<file path="config.mk">
export PLATFORM = sky130hd
export DESIGN_NAME = fir_out_decim
export DESIGN_NICKNAME = d
export VERILOG_FILES = /design/src/rtl/fir_out_decim_pkg.sv /design/src/rtl/fir_out_decim_sync_fifo.sv /design/src/rtl/fir_out_decim.sv
export SDC_FILE = /design/constraint.sdc
export NUM_CORES = 1
export LEC_CHECK = 0
export ABC_AREA = 1
export ABC_CLOCK_PERIOD_IN_PS = 5600
export BUFFER_PORTS_ARGS = -buffer_cell sky130_fd_sc_hd__buf_2
export CORE_ASPECT_RATIO = 1.25
export CORE_MARGIN = 3
export CORE_UTILIZATION = 25
export CTS_BUF_LIST = sky130_fd_sc_hd__clkbuf_4
export DETAILED_ROUTE_END_ITERATION = 16
export MAX_ROUTING_LAYER = met4
export PLACE_DENSITY = 0.37
export SETUP_SLACK_MARGIN = 0.2
export SYNTH_ARGS = -nofsm -noshare
export SYNTH_HDL_FRONTEND = slang
export SYNTH_HIERARCHICAL = 1
export SYNTH_SLANG_ARGS = --single-unit
</file>
<file path="constraint.sdc">
create_clock -name clk -period 5.6 [get_ports clk]
set_input_delay 0.56 -clock clk [delete_from_list [all_inputs] [get_ports clk]]
set_output_delay 0.56 -clock clk [all_outputs]
set_load 0.01 [all_outputs]
</file>
<file path="src/rtl/fir_out_decim_pkg.sv">
// Shared definitions for the FIR filter and its output decimator.
// Holds the filter geometry and the sample type.
package fir_out_decim_pkg;

    localparam int FIR_WIDTH = 24;
    localparam int FIR_FRAME = 128;

    typedef logic signed [FIR_WIDTH-1:0] sample_t;

    function automatic int clog2_min1(input int v);
        return (v > 1) ? $clog2(v) : 1;
    endfunction

endpackage

</file>
<file path="src/rtl/fir_out_decim_sync_fifo.sv">
// Small synchronous FIFO with a registered head-of-queue output.
// dout always shows the oldest entry and holds its last value when empty.
module sync_fifo
    import fir_out_decim_pkg::*;
#(
    parameter int WIDTH = 24,
    parameter int DEPTH = 4
) (
    input  logic             clk,
    input  logic             rst,
    input  logic             push,
    input  logic             pop,
    input  logic [WIDTH-1:0] din,
    output logic [WIDTH-1:0] dout,
    output logic             full,
    output logic             empty
);

    localparam int AW = clog2_min1(DEPTH);
    localparam int CW = $clog2(DEPTH) + 1;

    logic [WIDTH-1:0] r_mem [DEPTH];
    logic [AW-1:0]    r_wr_ptr;
    logic [AW-1:0]    r_rd_ptr;
    logic [CW-1:0]    r_count;
    logic [WIDTH-1:0] r_dout;
    logic             w_pop;
    logic             w_push;

    function automatic logic [AW-1:0] ptr_next(input logic [AW-1:0] p);
        return (p == AW'(DEPTH - 1)) ? '0 : p + 1'b1;
    endfunction

    assign full   = (r_count == CW'(DEPTH));
    assign empty  = (r_count == '0);
    assign w_pop  = pop && !empty;
    // A full FIFO still accepts a push when the same edge frees a slot
    assign w_push = push && (!full || w_pop);
    assign dout   = r_dout;

    always_ff @(posedge clk) begin
        if (w_push) begin
            r_mem[r_wr_ptr] <= din;
        end
    end

    always_ff @(posedge clk or posedge rst) begin
        if (rst) begin
            r_wr_ptr <= '0;
            r_rd_ptr <= '0;
            r_count  <= '0;
            r_dout   <= '0;
        end else begin
            if (w_push) begin
                r_wr_ptr <= ptr_next(r_wr_ptr);
            end
            if (w_pop) begin
                r_rd_ptr <= ptr_next(r_rd_ptr);
            end
            if (w_push && !w_pop) begin
                r_count <= r_count + 1'b1;
            end else if (w_pop && !w_push) begin
                r_count <= r_count - 1'b1;
            end
            if (w_push && (empty || (w_pop && r_count == CW'(1)))) begin
                r_dout <= din;
            end else if (w_pop && r_count > CW'(1)) begin
                r_dout <= r_mem[ptr_next(r_rd_ptr)];
            end
        end
    end

endmodule

</file>
<file path="src/rtl/fir_out_decim.sv">
// Captures one FIR result per frame, keeps every DECIM-th one and
// queues it for a valid/ready consumer, counting samples lost to a full queue.
module fir_out_decim
    import fir_out_decim_pkg::*;
#(
    parameter int WIDTH = FIR_WIDTH,
    parameter int FRAME = FIR_FRAME,
    parameter int DECIM = 4,
    parameter int DEPTH = 4
) (
    input  logic                    clk,
    input  logic                    rst,
    input  logic                    ready,
    input  logic signed [WIDTH-1:0] filtred_sig,
    output logic signed [WIDTH-1:0] out_data,
    output logic                    out_valid,
    input  logic                    out_ready,
    output logic                    overflow,
    output logic [7:0]              drop_cnt
);

    localparam int FW = clog2_min1(FRAME);
    localparam int DW = clog2_min1(DECIM);

    logic [FW-1:0]    r_frame_cnt;
    logic             r_strobe;
    logic [DW-1:0]    r_dec_cnt;
    logic             r_overflow;
    logic [7:0]       r_drop_cnt;
    logic             w_frame_end;
    logic             w_keep;
    logic             w_drop;
    logic             w_full;
    logic             w_empty;
    logic [WIDTH-1:0] w_dout;

    assign w_frame_end = ready && (r_frame_cnt == FW'(FRAME - 1));
    assign w_keep      = r_strobe && (r_dec_cnt == '0);
    assign w_drop      = w_keep && w_full && !out_ready;

    assign out_valid = !w_empty;
    assign out_data  = w_dout;
    assign overflow  = r_overflow;
    assign drop_cnt  = r_drop_cnt;

    // Counter starts at FRAME-1 so its wrap lines up with the filter result
    always_ff @(posedge clk or posedge rst) begin
        if (rst) begin
            r_frame_cnt <= FW'(FRAME - 1);
            r_strobe    <= 1'b0;
        end else begin
            r_strobe <= w_frame_end;
            if (w_frame_end) begin
                r_frame_cnt <= '0;
            end else if (ready) begin
                r_frame_cnt <= r_frame_cnt + 1'b1;
            end
        end
    end

    always_ff @(posedge clk or posedge rst) begin
        if (rst) begin
            r_dec_cnt <= '0;
        end else if (r_strobe) begin
            r_dec_cnt <= (r_dec_cnt == DW'(DECIM - 1)) ? '0 : r_dec_cnt + 1'b1;
        end
    end

    always_ff @(posedge clk or posedge rst) begin
        if (rst) begin
            r_overflow <= 1'b0;
            r_drop_cnt <= '0;
        end else if (w_drop) begin
            r_overflow <= 1'b1;
            if (r_drop_cnt != 8'hFF) begin
                r_drop_cnt <= r_drop_cnt + 1'b1;
            end
        end
    end

    sync_fifo #(
        .WIDTH (WIDTH),
        .DEPTH (DEPTH)
    ) u_fifo (
        .clk   (clk),
        .rst   (rst),
        .push  (w_keep),
        .pop   (out_ready),
        .din   (filtred_sig),
        .dout  (w_dout),
        .full  (w_full),
        .empty (w_empty)
    );

endmodule

</file>
Yosys cells after proc, flatten, opt, wreduce, memory -nomap -nowiden

Memory sizes are Yosys's and may differ from the RTL's.
Cells that the tools add are included.
Widths: inputs -> output; s select.

Output and inout port bits: 34
Register bits after elaboration: 50
Bits in writable memories: 96
Input port bits: 28
Memories kept: 1
Word-level logic and storage cells: 60

Memory list:

| name         | words | width | read ports | clocked after Yosys merged registers in | write ports | line                          | source |
|---|---|---|---|---|---|---|---|
| u_fifo.r_mem | 4     | 24    | 1          | 0                                       | 1           | fir_out_decim_sync_fifo.sv:22 | `logic [WIDTH-1:0] r_mem [DEPTH];` |

Reduce and logical (&&, ||, !) cells: 24
Order comparisons: 1
Equality and inequality tests: 7
Add/subtract/negate cells: 7
Mux-type cells: 11

Operators by type and width:

| operator            | count |
|---|---|
| $mux 24             | 2 |
| $mux 7              | 2 |
| $logic_and 1x1->1   | 11 |
| $add 8x1->8 const B | 1 |
| $ne 8x8->1 const B  | 1 |
| $add 7x1->7 const B | 1 |
| $eq 7x7->1 const B  | 1 |
| $add 2x1->2 const B | 3 |
| $eq 2x2->1 const B  | 3 |
| $mux 2              | 3 |
| $mux 3              | 2 |
| $reduce_bool 2->1   | 3 |
| $logic_not 1->1     | 5 |
| $add 3x1->3 const B | 1 |
| $eq 3x1->1 const B  | 1 |
| $eq 3x3->1 const B  | 1 |
| $gt 3x1->1 const B  | 1 |
| $logic_not 3->1     | 1 |
| $sub 3x1->3 const B | 1 |
| $logic_not 2->1     | 1 |
| $logic_or 1x1->1    | 2 |
| $mux 1              | 2 |
| $reduce_and 2->1    | 1 |

Longest topological paths before layout

Gate-level depths: netlist of run 1.

Depth after elaboration: 9
Mapped depth: 13
Gate-level depth less buffers: 12

Hierarchy

The synthesis of run 1 kept the hierarchy.

By module, submodules not included:

| module        | area an instance (sq um) | instances | cells an instance | seq. area each (sq um) |
|---|---|---|---|---|
| sync_fifo     | 5753.0                   | 1         | 576               | 3658.5 |
| fir_out_decim | 1059.8                   | 1         | 131               | 484.2 |

Least setup slack after synthesis of run 1

OpenSTA, ideal clock, no wires.

Kind: register to register
From: register u_fifo.r_count[0]
To: memory u_fifo.r_mem[0][0] (enable)
Path buffers: 1
Data arrival time: 2.289 ns
Required time: 5.195 ns
Stages on the path, launching flop included: 9
Path slack: 2.906 ns
Path through: dfrtp_1 > inv_1 > ha_1 > nand2_1 > nor2_1 > nor2_2 > buf_2 > inv_1 > nor2_1

Longest elaborated chain between the ends: 7

Ends and longest elaborated chain:

| item                           | line                          | source |
|---|---|---|
| from (decl)                    | fir_out_decim_sync_fifo.sv:25 | `logic [CW-1:0] r_count;` |
| from (signal assigned)         | fir_out_decim_sync_fifo.sv:61 | `r_count <= r_count + 1'b1;` |
| from (signal assigned)         | fir_out_decim_sync_fifo.sv:63 | `r_count <= r_count - 1'b1;` |
| $logic_not 3->1                | fir_out_decim_sync_fifo.sv:35 | `assign empty = (r_count == '0);` |
| $logic_not 1->1                | fir_out_decim_sync_fifo.sv:36 | `assign w_pop = pop && !empty;` |
| $logic_and 1x1->1              | fir_out_decim_sync_fifo.sv:36 |  |
| $logic_or 1x1->1 *             | fir_out_decim_sync_fifo.sv:38 | `assign w_push = push && (!full \|\| w_pop);` |
| $logic_and 1x1->1 *            | fir_out_decim_sync_fifo.sv:38 |  |
| named net u_fifo.w_push        | fir_out_decim_sync_fifo.sv:28 | `logic w_push;` |
| $mux 1 *                       | fir_out_decim_sync_fifo.sv:42 | `if (w_push) begin` |
| $mux 1 (implied by the code) * | fir_out_decim_sync_fifo.sv:43 | `r_mem[r_wr_ptr] <= din;` |
| to (decl)                      | fir_out_decim_sync_fifo.sv:22 |  |

Mark *: on every way through the listed nets, which the timed path passes. The rest lies on a longest branch.

Worst setup path in the final report of run 1

From: register u_fifo.r_rd_ptr[0]
To: register u_fifo.r_dout[7], in the netlist u_fifo/dout[7]

Longest elaborated chain between the ends: 5

Ends and longest elaborated chain:

| item                                             | line                          | source |
|---|---|---|
| from (decl)                                      | fir_out_decim_sync_fifo.sv:24 | `logic [AW-1:0] r_rd_ptr;` |
| from (signal assigned)                           | fir_out_decim_sync_fifo.sv:58 | `r_rd_ptr <= ptr_next(r_rd_ptr);` |
| $add 2x1->2 / $eq 2x2->1 (equally long branches) | fir_out_decim_sync_fifo.sv:31 | `return (p == AW'(DEPTH - 1)) ? '0 : p + 1'b1;` |
| $mux 2 *                                         | fir_out_decim_sync_fifo.sv:31 |  |
| $mem_v2 4x24 *                                   | -                             |  |
| $mux 24 *                                        | fir_out_decim_sync_fifo.sv:67 | `end else if (w_pop && r_count > CW'(1)) begin` |
| $mux 24 *                                        | fir_out_decim_sync_fifo.sv:65 | `if (w_push && (empty \|\| (w_pop && r_count == CW'(1)))) begin` |
| to (signal assigned)                             | fir_out_decim_sync_fifo.sv:66 | `r_dout <= din;` |
| to (signal assigned)                             | fir_out_decim_sync_fifo.sv:68 | `r_dout <= r_mem[ptr_next(r_rd_ptr)];` |
| to (decl)                                        | fir_out_decim_sync_fifo.sv:26 | `logic [WIDTH-1:0] r_dout;` |

Mark *: on every way between the ends. The rest lies on a longest branch, timed or not. The select of a mux whose other input is x is not followed.
A chain may end at the register's enable or synchronous reset.

==> metrics.md, run 1 <==
| Metric | Value |
|---|---|
| Crit start category | flip-flop |
| Clock sinks | 146 |
| P per Cell Area | 445 mW/mm^2 |
| Leak | 3.65 nW |
| Outcome | complete, no violations |
| FF+latch count, synth | 146 |
| Post-Route Skew | 0.0313 ns |
| Routed WL per cell | 14.7 um |
| H-tree depth | 4 |
| Final hold violation count | 0 |
| Number of hold buffers added after CTS | 0 |
| Most frequent cells after synthesis | nand2_1, inv_1, nand3_1, edfxtp_1, dfrtp_1 |
| GRT Resource Usage Total | 12.1% |
| I/O pin cnt | 62 |
| DRC Markers | 0 |
| Row Count | 66 |
| Biggest area consumer among synthesized cells | edfxtp_1 |
| Via count | 4,710 |
| Maxcap violations | 0 |
| Vias per cell | 4.19 |
| Unrepaired setup endpoints after global routing | false |
| Clock latency on the worst-skew pair | 0.54 ns |
| CTS tree | yes |
| Crit path arrival time | 3.66 ns |
| Fin crit period | 3.23 ns |
| Worst-margin pin slew | 1.01 ns |
| Root Driver | clkbuf_4 |
| Post-cts resize count | 0 |
| Quantity of I/O buffers inserted on ports | 61 |
| Clock Tree Buf Depth | 2 |
| Setup WS post-layout | 2.37 ns |
| Nets | 809 |
| Total power | 3.47 mW |
| Starting Density | 25.8% |
| Post-synth EDFFs | 96 |
| Endpoints failing setup | 0 |
| Post-CTS Repair Setup Buffers | 0 |
| Area growth, synth to finish | 14.4% |
| Max VDD drop | 0.000203 V |
| Hold WS | 0.148 ns |
| Post-synth top flop | edfxtp_1 |
| Cells after Synth | 707 |
| Min-delay worst type | input port to async pin |
| CTS buffer count | 17 |
| Worst Setup End Kind | flip-flop |
| GPL Wtd Cong | 0.752 |
| Crit Path Category | flip-flop to flip-flop |
| Slew HR | 32.2% |
| Largest fanout on the critical path | 26 |
| Post-route setup TNS | 0 ns |
| Post-synthesis sequential area ratio | 60.8% |
| Design area | 0.00780 mm^2 |
| Antenna violations before repair | 3 |
| HPWL Detailed | 10.2 mm |
| Synthesized area | 0.00681 mm^2 |
| R2r worst-path depth | 6 |
| Yosys top cell area share | 42.3% |
| DR pass1 iterations | 4 |
| Yosys cell types | 33 |
| Placement Cell Area | 0.00746 mm^2 |
| Final Max Tran Viols | 0 |
| First-pass GRT wire length | 26.8 mm |
| Most frequent cell after synthesis | nand2_1 |
| Pre-CTS setup slack | 2.28 ns |
| Pin count of the biggest net entering global routing | 36 |
| Ranking of synthesized cells by area | edfxtp_1, dfrtp_1, nand2_1 |
| Asr flop ratio synth | 34.2% |
| Layout cells sized above 1 | 16.2% |
| Avg Synthesized Cell Area | 9.64 um^2 |
| Fmax | 0.309 GHz |
| Syn_nets | 749 |
| Global route overflow | 0 |
| Core Region | 0.0264 mm^2 |
| Synth warn | 6 |
| Post-route insts no fill | 1,123 |
| Die W | 154 um |
| Post-layout util | 29.5% |
| Die H | 191 um |
| Critical path data required time | 6.03 ns |
| Die area | 0.0293 mm^2 |
| DRT Wirelength | 16.5 mm |
| Final worst path period share | 57.8% |
| First DRT Iteration DRCs | 141 |
| Detail Route Antenna Nets | 0 |
| Placed Cells | 1,088 |
| Vias in the first global route | 4,959 |
| Clk pin slew, worst setup/hold paths | 0.13 ns |
==> layout make-up <==
cell class,count,area (um^2)
sequential,146,4140
antenna,3,7.51
multi-input combinational,399,2030
clock inverter,14,189
timing repair buffer,67,350
clock buffer,18,135
fill,2839,18600
tap,340,425
inverter,136,518
==> kinds of logic after synthesis <==
family / share of synthesized area, %
DFF: 60.8
AOI/OAI and AO/OA: 1.01
buffers and inverters: 9.75
adders and majority gates: 2.57
and+or+nand+nor: 24.8
xor gates and xnor gates: 1.03
==> sequential cells by signal (all words and copies together), names as in the netlist <==
register	cells
overflow	1
u_fifo/dout	24
u_fifo/r_rd_ptr	2
r_frame_cnt	7
r_dec_cnt	2
drop_cnt	8
u_fifo/r_mem	96
u_fifo/r_wr_ptr	2
r_strobe	1
u_fifo/r_count	3
==> worst max-delay path, stage by stage (launching register included) <==
cell and delay [ns]:
dfrtp_1 0.43, ha_1 0.96, clkinv_1 1.11, nand3_1 0.35, nand3_1 0.11, nand3_1 0.10
nand2_1 0.07
==> layout by cell type, fill, tap and decap left out, types with 2 or more instances in the layout <==
cell type  synthesis  final
nand2_2            3      3
xor2_1             5      5
clkinv_1           1      3
clkinv_4           0      4
inv_6              1      2
inv_1            132    132
edfxtp_1          96     96
clkbuf_4           0     18
nor2_4             2      4
dfrtp_1           43     43
ha_1              14     14
nor2_1            22     17
nand3_1          106    106
o21ai_0            9      9
bufinv_16          0      4
nor2_2             1      4
diode_2            0      3
clkinv_2           0      2
nand2_4            3      3
xnor2_1            3      3
buf_4              4      6
nand4_1            4      4
nand3b_1          24     24
dfstp_2            7      7
nand2_1          196    196
buf_2             14     61
==> worst paths after layout <==
check                                               start                    endpoint  slack [ns]
max in group asynchronous                             rst     drop_cnt[0]$_DFFE_PP0P_        4.98
min in group clk                                    ready  r_frame_cnt[1]$_DFFE_PP1P_        0.24
min                                                   rst     drop_cnt[5]$_DFFE_PP0P_        0.15
max reg2reg                u_fifo/r_rd_ptr[0]$_DFFE_PP0P_  u_fifo/dout[7]$_DFFE_PP0P_        2.37
max                        u_fifo/r_rd_ptr[0]$_DFFE_PP0P_  u_fifo/dout[7]$_DFFE_PP0P_        2.37
min reg2reg                    r_frame_cnt[1]$_DFFE_PP1P_  r_frame_cnt[1]$_DFFE_PP1P_        0.49
==> layer usage <==
layer	up-vias	routed length, um	GRT usage (%)
met2	69	8400	21.0
met4	0	227	3.40
met5	-	0	-
met1	2260	7210	13.8
li1	2363	-	-
met3	18	644	3.22
==> report_power, final <==
| group | total (mW) | switching, mW | internal [mW] |
|---|---|---|---|
| Combinational | 1.33 | 0.894 | 0.433 |
| Sequential | 1.40 | 0.0910 | 1.30 |
| Clock | 0.750 | 0.391 | 0.359 |
| Total | 3.47 | 1.38 | 2.10 |
No activity file was read; power rests on OpenSTA's default activity.
==> inputs of run 2 (changes only) <==
--- a/config.mk
+++ b/config.mk
@@ -6,7 +6,7 @@
 export NUM_CORES = 1
 export LEC_CHECK = 0
 export ABC_AREA = 1
-export ABC_CLOCK_PERIOD_IN_PS = 5600
+export ABC_CLOCK_PERIOD_IN_PS = 2850
 export BUFFER_PORTS_ARGS = -buffer_cell sky130_fd_sc_hd__buf_2
 export CORE_ASPECT_RATIO = 1.25
 export CORE_MARGIN = 3
@@ -14,7 +14,7 @@
 export CTS_BUF_LIST = sky130_fd_sc_hd__clkbuf_4
 export DETAILED_ROUTE_END_ITERATION = 16
 export MAX_ROUTING_LAYER = met4
-export PLACE_DENSITY = 0.37
+export PLACE_DENSITY = 0.39
 export SETUP_SLACK_MARGIN = 0.2
 export SYNTH_ARGS = -nofsm -noshare
 export SYNTH_HDL_FRONTEND = slang
==> constraint.sdc (replaced) <==
create_clock -name clk -period 2.85 [get_ports clk]
set_input_delay 0.285 -clock clk [delete_from_list [all_inputs] [get_ports clk]]
set_output_delay 0.285 -clock clk [all_outputs]
set_load 0.01 [all_outputs]
==> run 2 against run 1 <==
Register-to-register slack got worse by 1.8 ns. Core utilization rose by 1.3 points. Clock power rose by 87%. Sequential cell count did not move. Power rose by 99%. Setup slack got worse by 1.8 ns. Worst hold slack improved by 0.093 ns. First-iteration DRC count rose by 24%. Die area did not move. Non-clock buffer count rose by 36. Routed wire length rose by 1.0%. Fmax rose by 41%. Critical path type unchanged. Largest cell class unchanged.
==> metrics.md, run 2 (synthesis results as in run 1) <==
| Metric | Value |
|---|---|
| Outcome | complete, no violations (unchanged) |
| Layout cells sized above 1 | 16.9% (was 16.2%) |
| Clk pin slew, worst setup/hold paths | 0.13 ns (about the same) |
| Design area | 0.00813 mm^2 (was 0.00780 mm^2) |
| Fmax | 0.437 GHz (was 0.309 GHz) |
| Most used cell, CP | nand2_1 (was nand3_1) |
| Commonest cells after routing, fill and taps aside | nand2_1, inv_1, nand3_1 (unchanged) |
| Total power | 6.91 mW (was 3.47 mW) |
| Vias per cell | 4.09 (was 4.19) |
| Post-Route Skew | 0.0190 ns (was 0.0313 ns) |
| Buf/Inv on CP | 2 (was 1) |
| Critical path data required time | 3.29 ns (was 6.03 ns) |
| Clock sinks | 146 (unchanged) |
| DRC Markers | 0 (unchanged) |
| Max VDD drop | 0.000364 V (was 0.000203 V) |
| Leak | 3.82 nW (was 3.65 nW) |
| First DRT Iteration DRCs | 175 (was 141) |
| P per Cell Area | 851 mW/mm^2 (was 445 mW/mm^2) |
| Row Count | 66 (unchanged) |
| Vias in the first global route | 4,659 (was 4,959) |
| Placed Cells | 1,098 (was 1,088) |
| Cell Chain, Critical Path | inv_1, ha_1, nand2_1, nor2_1, nor2_2, nand2_4, nand2_4, inv_4, nand2_1, nand2_1 (was ha_1, clkinv_1, nand3_1, nand3_1, nand3_1, nand2_1) |
| Root Driver | clkbuf_4 (unchanged) |
| Routed WL per cell | 14.4 um (was 14.7 um) |
| CTS tree | yes (unchanged) |
| Clock latency on the worst-skew pair | 0.55 ns (was 0.54 ns) |
| Met3 usage in global routing | 2.70% (was 3.22%) |
| Post-route setup TNS | 0 ns (unchanged) |
| Placement Cell Area | 0.00757 mm^2 (was 0.00746 mm^2) |
| Crit path max-delay family | simple AND/OR/NAND/NOR gates (was buffers and inverters) |
| Quantity of I/O buffers inserted on ports | 61 (unchanged) |
| Largest Register | u_fifo/r_mem (unchanged) |
| Detail Route Antenna Nets | 0 (unchanged) |
| Maxcap violations | 0 (unchanged) |
| Fillers | 2,795 (was 2,839) |
| Die W | 154 um (unchanged) |
| Worst Setup End Kind | flip-flop (unchanged) |
| Combinational share of power | 40.0% (was 38.2%) |
| Die area | 0.0293 mm^2 (unchanged) |
| Global route overflow | 0 (unchanged) |
| Crit start category | flip-flop (unchanged) |
| Core Region | 0.0264 mm^2 (unchanged) |
| Met1 usage | 14.4% (was 13.8%) |
| Most common cell after layout, fill and taps aside | nand2_1 (unchanged) |
| Final hold violation count | 0 (unchanged) |
| Via count | 4,737 (was 4,710) |
| H-tree depth | 4 (unchanged) |
| Endpoints failing setup | 0 (unchanged) |
| Internal | 4.18 mW (was 2.10 mW) |
| Clock Tree Buf Depth | 2 (unchanged) |
| Largest register FFs | 96 (unchanged) |
| Sequential power share | 39.8% (was 40.2%) |
| GR Util met2 | 20.2% (was 21.0%) |
| Area taken by multi-input logic gates | 0.00202 mm^2 (was 0.00203 mm^2) |
| HPWL Detailed | 10.7 mm (was 10.2 mm) |
| Worst-margin pin slew | 0.920 ns (was 1.01 ns) |
| Register area | 0.00414 mm^2 (unchanged) |
| DR pass1 iterations | 7 (was 4) |
| Antenna violations before repair | 1 (was 3) |
| I/O pin cnt | 62 (unchanged) |
| Psw | 2.74 mW (was 1.38 mW) |
| CP max-delay cell | dfrtp_1 (was clkinv_1) |
| Sw frac | 39.6% (about the same) |
| CTS buffer count | 17 (unchanged) |
| Final worst path period share | 80.3% (was 57.8%) |
| Slew HR | 38.6% (was 32.2%) |
| Min-delay worst type | input port to flip-flop (was input port to async pin) |
| GRT Resource Usage Total | 12.0% (was 12.1%) |
| Post-CTS Repair Setup Buffers | 0 (unchanged) |
| Clock power share | 20.2% (was 21.6%) |
| Final Max Tran Viols | 0 (unchanged) |
| Die H | 191 um (unchanged) |
| GR peak layer | met2 (unchanged) |
| GPL Wtd Cong | 0.730 (was 0.752) |
| Crit path arrival time | 2.72 ns (was 3.66 ns) |
| Post-route insts no fill | 1,157 (was 1,123) |
| Slowest Stage Delay on Critical Path | 0.43 ns (was 1.11 ns) |
| Pin count of the biggest net entering global routing | 44 (was 36) |
| Unrepaired setup endpoints after global routing | false (unchanged) |
| Area growth, synth to finish | 19.3% (was 14.4%) |
| Fin crit period | 2.29 ns (was 3.23 ns) |
| Nets | 845 (was 809) |
| Hold WS | 0.241 ns (was 0.148 ns) |
| First-pass GRT wire length | 26.3 mm (was 26.8 mm) |
| Crit Path Category | flip-flop to flip-flop (unchanged) |
| Starting Density | 25.8% (unchanged) |
| DRT Wirelength | 16.6 mm (was 16.5 mm) |
| Largest fanout on the critical path | 25 (was 26) |
run 2: cell types whose count changed in the layout (fill, tap and decap cells not counted), moves of 3 or more:
cell,before,now
dlygate4sd3_1,0,26
clkbuf_4,18,21
buf_12,0,3
buf_4,6,13
clkinv_4,4,1
run 2: layout make-up:
class	instances	share of cell area, %
antenna	1	0.0308
multi-input combinational	399	24.9
sequential	146	51.0
timing repair buffer	103	8.90
inverter	136	6.37
clock inverter	11	1.66
clock buffer	21	1.94
tap	340	5.23
run 2: tightest hold or removal path, delay by kind of cell:
family / cells / cell delay (ns)
compound gates: 2 / 0.26
simple gates: 1 / 0.06
buf+inv: 1 / 0.13
run 2: timing repair:
item,in CTS,in global routing
hold endpoints to repair,127,0
gates resized for setup,0,0
hold buffers,26,0
run 2: per-layer routing:
layer,wire length [um],up-vias
li1,-,2430
met4,189,0
met2,8250,64
met1,7810,2235
met5,0,-
met3,389,8
run 2: metrics by stage:
stage | setup slack [ns] | utilization [%]
6_report | 0.560 | 30.8
5_1_grt | 0.346 | 30.8
4_1_cts | 0.508 | 30.7
3_5_place_dp | 0.551 | 28.7
3_3_place_gp | 0.609 | 28.7
2_1_floorplan | 0.156 | -
run 2: worst paths after layout:
| check | end | slack (ns) | from | cells after the start |
|---|---|---|---|---|
| worst max-delay path | u_fifo/dout[15]$_DFFE_PP0P_ | 0.56 | u_fifo/r_count[0]$_DFFE_PP0P_ | 10 |
| worst min-delay path | u_fifo/r_rd_ptr[0]$_DFFE_PP0P_ | 0.24 | out_ready | 4 |
| worst max register to register | u_fifo/dout[15]$_DFFE_PP0P_ | 0.56 | u_fifo/r_count[0]$_DFFE_PP0P_ | 10 |
| worst min register to register | r_frame_cnt[1]$_DFFE_PP1P_ | 0.49 | r_frame_cnt[1]$_DFFE_PP1P_ | 2 |
| max in group asynchronous | u_fifo/dout[18]$_DFFE_PP0P_ | 1.64 | rst | 4 |
| min in group asynchronous | drop_cnt[3]$_DFFE_PP0P_ | 0.43 | rst | 3 |
run 2: power groups by stage:
stage / combinational, mW / sequential, mW / clock (mW)
4_1_cts: 2.85 / 2.76 / 1.47
6_report: 2.76 / 2.75 / 1.40
2_1_floorplan: 1.84 / 2.84 / 0
5_1_grt: 3.15 / 2.80 / 1.55
3_5_place_dp: 2.82 / 2.80 / 0
3_3_place_gp: 2.82 / 2.81 / 0
